==> config.mk <==
export PLATFORM = sky130hd
export DESIGN_NAME = segre_store_buffer
export DESIGN_NICKNAME = d
export VERILOG_FILES = /design/src/rtl/segre_store_buffer.sv
export SDC_FILE = /design/constraint.sdc
export NUM_CORES = 1
export LEC_CHECK = 0
export CAP_MARGIN = 15
export CORE_AREA = 2 2 204 206
export CTS_CLUSTER_DIAMETER = 150
export DETAILED_ROUTE_END_ITERATION = 6
export DIE_AREA = 0 0 206 208
export PLACE_DENSITY = 0.85
export REMOVE_ABC_BUFFERS = 1
export SLEW_MARGIN = 5
export SYNTH_ARGS = -nofsm -noshare
export SYNTH_HDL_FRONTEND = slang
export SYNTH_SLANG_ARGS = --single-unit
==> constraint.sdc <==
create_clock -name clk_i -period 5.2 [get_ports clk_i]
set_input_delay 0.52 -clock clk_i [delete_from_list [all_inputs] [get_ports clk_i]]
set_output_delay 0.52 -clock clk_i [all_outputs]
set_load 0.03 [all_outputs]
==> src/rtl/segre_store_buffer.sv <==
// segre_store_buffer: post-commit store FIFO that drains to the data cache in idle cycles and forwards to MEM loads
module segre_store_buffer #(
    parameter int NUM_ENTRIES = 4,
    parameter int ADDR_W      = 32,
    parameter int DATA_W      = 32
) (
    input  logic                clk_i,
    input  logic                rsn_i,
    input  logic                store_valid_i,
    input  logic [ADDR_W-1:0]   store_addr_i,
    input  logic [DATA_W-1:0]   store_data_i,
    input  logic [DATA_W/8-1:0] store_be_i,
    input  logic                load_valid_i,
    input  logic [ADDR_W-1:0]   load_addr_i,
    input  logic [DATA_W/8-1:0] load_be_i,
    output logic                fwd_hit_o,
    output logic [DATA_W-1:0]   fwd_data_o,
    input  logic                dc_idle_i,
    output logic                dc_wr_o,
    output logic [ADDR_W-1:0]   dc_addr_o,
    output logic [DATA_W-1:0]   dc_data_o,
    output logic [DATA_W/8-1:0] dc_be_o,
    input  logic                dc_ack_i,
    input  logic                flush_i,
    output logic                flush_done_o,
    output logic                draining_o,
    output logic                full_o,
    output logic                empty_o
);
    localparam int BE_W = DATA_W / 8;
    localparam int PW   = $clog2(NUM_ENTRIES);
    localparam int CW   = PW + 1;
    localparam int AW   = ADDR_W - 2;

    typedef enum logic [1:0] {IDLE, WRITE, FLUSH} state_t;

    state_t                 state_q, state_d;
    logic [AW-1:0]          addr_q [NUM_ENTRIES];
    logic [DATA_W-1:0]      data_q [NUM_ENTRIES];
    logic [BE_W-1:0]        be_q   [NUM_ENTRIES];
    logic [NUM_ENTRIES-1:0] valid_q;
    logic [PW-1:0]          head_q, head_d, tail_q, tail_d;
    logic [CW-1:0]          count_q, count_d;
    logic                   enq, deq, match, covered, partial;
    logic [PW-1:0]          idx;
    logic [DATA_W-1:0]      match_data;
    logic [BE_W-1:0]        match_be;
    logic                   unused_addr_bits;

    assign unused_addr_bits = ^{store_addr_i[1:0], load_addr_i[1:0]};

    assign full_o       = count_q == CW'(NUM_ENTRIES);
    assign empty_o      = count_q == '0;
    assign dc_wr_o      = state_q == WRITE || (state_q == FLUSH && !empty_o);
    assign dc_addr_o    = {addr_q[head_q], 2'b00};
    assign dc_data_o    = data_q[head_q];
    assign dc_be_o      = be_q[head_q];
    assign deq          = dc_wr_o && dc_ack_i;
    assign enq          = store_valid_i && state_q != FLUSH && (!full_o || deq);
    assign flush_done_o = state_q == FLUSH && empty_o;

    // Drain FSM next state; flush requests take priority over normal draining
    always_comb begin
        state_d = state_q;
        unique case (state_q)
            IDLE:    state_d = flush_i ? FLUSH : (!empty_o && dc_idle_i) ? WRITE : IDLE;
            WRITE:   state_d = flush_i ? FLUSH : deq ? IDLE : WRITE;
            FLUSH:   state_d = empty_o ? IDLE : FLUSH;
            default: state_d = IDLE;
        endcase
    end

    // Pointer and occupancy update
    always_comb begin
        head_d  = head_q + PW'(deq);
        tail_d  = tail_q + PW'(enq);
        count_d = count_q + CW'(enq) - CW'(deq);
    end

    // Forwarding search from oldest to youngest so the youngest match is kept
    always_comb begin
        match      = 1'b0;
        match_data = '0;
        match_be   = '0;
        idx        = '0;
        for (int i = 0; i < NUM_ENTRIES; i++) begin
            idx = head_q + PW'(i);
            if (valid_q[idx] && addr_q[idx] == load_addr_i[ADDR_W-1:2]) begin
                match      = 1'b1;
                match_data = data_q[idx];
                match_be   = be_q[idx];
            end
        end
        covered    = (match_be & load_be_i) == load_be_i;
        fwd_hit_o  = load_valid_i && match && covered;
        partial    = load_valid_i && match && !covered;
        fwd_data_o = fwd_hit_o ? match_data : '0;
        draining_o = (store_valid_i && full_o && !deq) || partial || state_q == FLUSH;
    end

    // Control state registers
    always_ff @(posedge clk_i or negedge rsn_i) begin
        if (!rsn_i) begin
            state_q <= IDLE;
            head_q  <= '0;
            tail_q  <= '0;
            count_q <= '0;
        end else begin
            state_q <= state_d;
            head_q  <= head_d;
            tail_q  <= tail_d;
            count_q <= count_d;
        end
    end

    // Entry storage; an enqueue into the slot being dequeued (full case) keeps it valid
    always_ff @(posedge clk_i or negedge rsn_i) begin
        if (!rsn_i) begin
            valid_q <= '0;
            for (int i = 0; i < NUM_ENTRIES; i++) begin
                addr_q[i] <= '0;
                data_q[i] <= '0;
                be_q[i]   <= '0;
            end
        end else begin
            if (deq) valid_q[head_q] <= 1'b0;
            if (enq) begin
                valid_q[tail_q] <= 1'b1;
                addr_q[tail_q]  <= store_addr_i[ADDR_W-1:2];
                data_q[tail_q]  <= store_data_i;
                be_q[tail_q]    <= store_be_i;
            end
        end
    end
endmodule

==> impl_metrics.tcl <==
set metrics [dict create \
    fmax_ghz 0.186 \
    synth_compound_area_share_pct 3.83 \
    instances_no_fill 2398 \
    postLayoutCoreUtil_pct 65.7 \
    cts-root-buf "clkbuf_16" \
    io_buffers 210 \
    setup-violations-final 34 \
    track_usage_pct 30.4 \
    clkPwrFrac_pct 11.6 \
    ys_seq_elements 277 \
    fin_tns_setup_ps -3260 \
    grt_pass1_wl_um 99600 \
    h-tree-depth 2 \
    p_int_w 0.0120 \
    r2r_slack_ps 1620 \
    swShare_pct 43.4 \
    grt_max_degree 124 \
    row_count 74 \
    hp-class "in -> async" \
    fin_skew_ps 27.5 \
    maxCapViolCount 0 \
    cp.arrival_ps 4840 \
    power.density_mw_per_mm2 796 \
    chipHeight_um 208 \
    start_util_pct 52.8 \
    power_switching_w 0.00920 \
    power.share.combinational_pct 66.1 \
    start_kind "register" \
    synth_cells 1641 \
    crit_buf_inv 8 \
    design_area_mm2 0.0267 \
    synth_simple_gate_area_share_pct 6.59 \
    crit_top_cell "buf_4" \
    async_flop_share_pct 100 \
    die_w_um 206 \
    drt_wl_total_um 66000 \
    pre_cts_slack_ps 232 \
    worst_setup_path_end_kind "primary output" \
    synth_top_family_by_area "multiplexers" \
    clkSinkCount 277 \
    period_minus_slack_ps 5360 \
    cts_tree "yes" \
    ys_seq_area_share_pct 32.4 \
    violations "design-rule violations, negative hold slack, negative setup slack" \
    ant_nets 0 \
    crit_slowest_cell "dfrtp_4" \
    synth_fa_ha_area_share_pct 0.561 \
    ys.flop_type "dfrtp_1" \
    worst_path_dominant_cell_family "buffers and inverters" \
    drc 1 \
    netlist_area_mm2 0.0214 \
    first_iter_violations 1683 \
    core_area_mm2 0.0406 \
    ir_drop_mv 0.467 \
    drt-vias-per-instance 6.81 \
    hold_viol 9 \
    cts_buffers 34 \
    synth.avg_cell_area_um2 13.0 \
    io_pins 217 \
    fillers 2839 \
    worstPathMaxFanout 40 \
    required_ps 4680 \
    vias 16300 \
    synth_mux_area_share_pct 47.5 \
    layout.nets 1959 \
    status "finished with violations" \
    max_stage_delay_ps 440 \
    ys_warn_count 0 \
    report.final.slew_viol_count 0 \
    reg2reg_from "count_q[1]" \
    crit_start "head_q[1]" \
    rsz0062_at_grt "true" \
    slew-limit-headroom_pct 32.9 \
    layout.area.seq_mm2 0.00694 \
    holdWs_ps -12.8 \
    post_synth_num_cell_types 71 \
    finalWorstSetupSlack_ps -163 \
    clk_pin_slew_ps 70 \
    gp_routability_congestion 0.973 \
    clk_latency_ps 570 \
    ctsHoldBuffers 0 \
    layout_common_cells "mux2_2, dfrtp_1, mux4_2, clkdlybuf4s50_1, mux2i_1" \
    synth_edf_count 0 \
    r2r-end "data_q[30]" \
    first_pass_iters 7 \
    grt_overflow 0 \
    multiInputGateArea_mm2 0.0143 \
    mostFrequentLayoutCell "mux2_2" \
    antenna_found_initial 10 \
    placed_area_mm2 0.0241 \
    leakage_nw 10.6 \
    drive_above_1_share_pct 46.6 \
    area_growth_pct 24.6 \
    clk_path_buf_depth 3 \
    wl_per_cell_um 27.5 \
    dieArea_mm2 0.0428 \
    reg2regPathDepth 7 \
    synth_xor_area_share_pct 4.71 \
    worst_slew_pin_slew_ps 1010 \
    dp.cells 2295 \
    grt_pass1_vias 16900 \
    crit_chain "buf_4 -> buf_12 -> buf_16 -> buf_4 -> mux4_2 -> xnor2_1 -> and4_1 -> o2111ai_1 -> nor4b_4 -> buf_4 -> nor2_1 -> a221o_1 -> o21ai_2 -> nand4_4 -> buf_12 -> clkbuf_16 -> nor3_2 -> buf_4" \
    seqPwrFrac_pct 22.2 \
    final.period_utilization_pct 103 \
    critPathKind "reg -> out" \
    dpl.hpwl_um 42900 \
]
==> cell usage after synthesis (3+ instances only) <==
| master | n | area (µm²) |
|---|---|---|
| o31ai_1 | 3 | 22.5 |
| nor2_1 | 31 | 116 |
| a211oi_1 | 7 | 52.6 |
| or2_2 | 4 | 25.0 |
| inv_1 | 54 | 203 |
| buf_6 | 7 | 78.8 |
| o22ai_1 | 5 | 31.3 |
| nor3_2 | 28 | 280 |
| a221o_1 | 3 | 30.0 |
| nor4b_1 | 4 | 35.0 |
| nand2b_1 | 5 | 31.3 |
| nand2_1 | 39 | 146 |
| nand3b_1 | 3 | 22.5 |
| buf_1 | 16 | 60.1 |
| o2111ai_1 | 6 | 52.6 |
| nor2b_1 | 3 | 18.8 |
| nor3_1 | 44 | 220 |
| mux4_2 | 231 | 5200 |
| mux2i_1 | 116 | 1160 |
| nor3b_1 | 4 | 30.0 |
| buf_4 | 18 | 135 |
| a2bb2oi_1 | 4 | 35.0 |
| o2bb2ai_1 | 5 | 43.8 |
| o211ai_1 | 3 | 22.5 |
| dfrtp_1 | 277 | 6930 |
| ha_1 | 8 | 100 |
| o21ai_0 | 10 | 50.1 |
| a31oi_1 | 8 | 50.1 |
| mux2_2 | 338 | 3810 |
| a22oi_1 | 4 | 30.0 |
| nand3_1 | 15 | 75.1 |
| and4_1 | 6 | 52.6 |
| buf_2 | 34 | 170 |
| clkbuf_1 | 77 | 289 |
| nand4_1 | 28 | 175 |
| xor2_1 | 11 | 96.3 |
| xnor2_1 | 104 | 911 |
| a221oi_1 | 5 | 43.8 |
| a21oi_1 | 25 | 125 |
| o221ai_1 | 3 | 26.3 |
| nor4_1 | 3 | 18.8 |
| o22a_1 | 6 | 52.6 |
==> through the flow <==
stage	total power [W]	hold WS (ps)
2_1_floorplan	0.0132	224
3_3_place_gp	0.0172	505
3_5_place_dp	0.0177	531
4_1_cts	0.0207	2.63
5_1_grt	0.0222	51.3
6_report	0.0212	-12.8
==> state kept, by name, summed over array words and instances (netlist names) <==
register  count
data_q      128
valid_q       4
addr_q      120
be_q         16
count_q       3
tail_q        2
state_q       2
head_q        2
==> logic make-up (layout without fill, tap and decap cells) <==
logic type,count (synthesis),count (layout)
AO/OA/AOI/OAI,114,114
buffers and inverters,207,423
adder cells (fa/ha/maj),9,9
other,1,10
XOR/XNOR,115,115
flip-flops,277,277
AND/OR/NAND/NOR,233,233
multiplexers,685,685
==> worst max-delay path by stage <==
stage                     endpoint  slack (ps)  depth (start not counted)
floorplan            fwd_data_o[0]      -16090                         10
CTS                  fwd_data_o[9]         -60                         19
detailed placement   fwd_data_o[9]         230                         17
global placement     fwd_data_o[9]         240                         14
finish              fwd_data_o[30]        -160                         18
global route        fwd_data_o[30]        -250                         18
==> per-layer routing <==
metal / vias up / GRT usage, % / share of wire, %
li1: 6807 / - / -
met1: 8419 / 38.6 / 36
met2: 898 / 50.0 / 50
met3: 211 / 6.03 / 8.9
met4: 4 / 14.2 / 5.0
met5: - / 0 / 0.042
==> power groups by stage <==
stage	Combinational (W)	Sequential [W]	Clock, W
5_1_grt	0.0147	0.00489	0.00260
3_5_place_dp	0.0130	0.00466	0
4_1_cts	0.0136	0.00465	0.00251
2_1_floorplan	0.00868	0.00456	0
6_report	0.0140	0.00472	0.00247
3_3_place_gp	0.0128	0.00447	0
==> layout make-up <==
class / instances / area share (%)
Sequential cell: 277 / 26.0
Multi-Input combinational cell: 1158 / 53.7
Clock inverter: 11 / 0.840
Antenna cell: 8 / 0.0751
Tap cell: 532 / 2.50
Timing Repair Buffer: 313 / 12.6
Clock buffer: 44 / 3.41
Inverter: 55 / 0.798
==> what timing repair did <==
action	CTS	global route
endpoints found under the setup margin	34	34
buffers inserted	23	10
gates cloned	5	3
pin swaps	9	25
resized for setup	59	113
No activity file was read; power rests on OpenSTA's default activity.
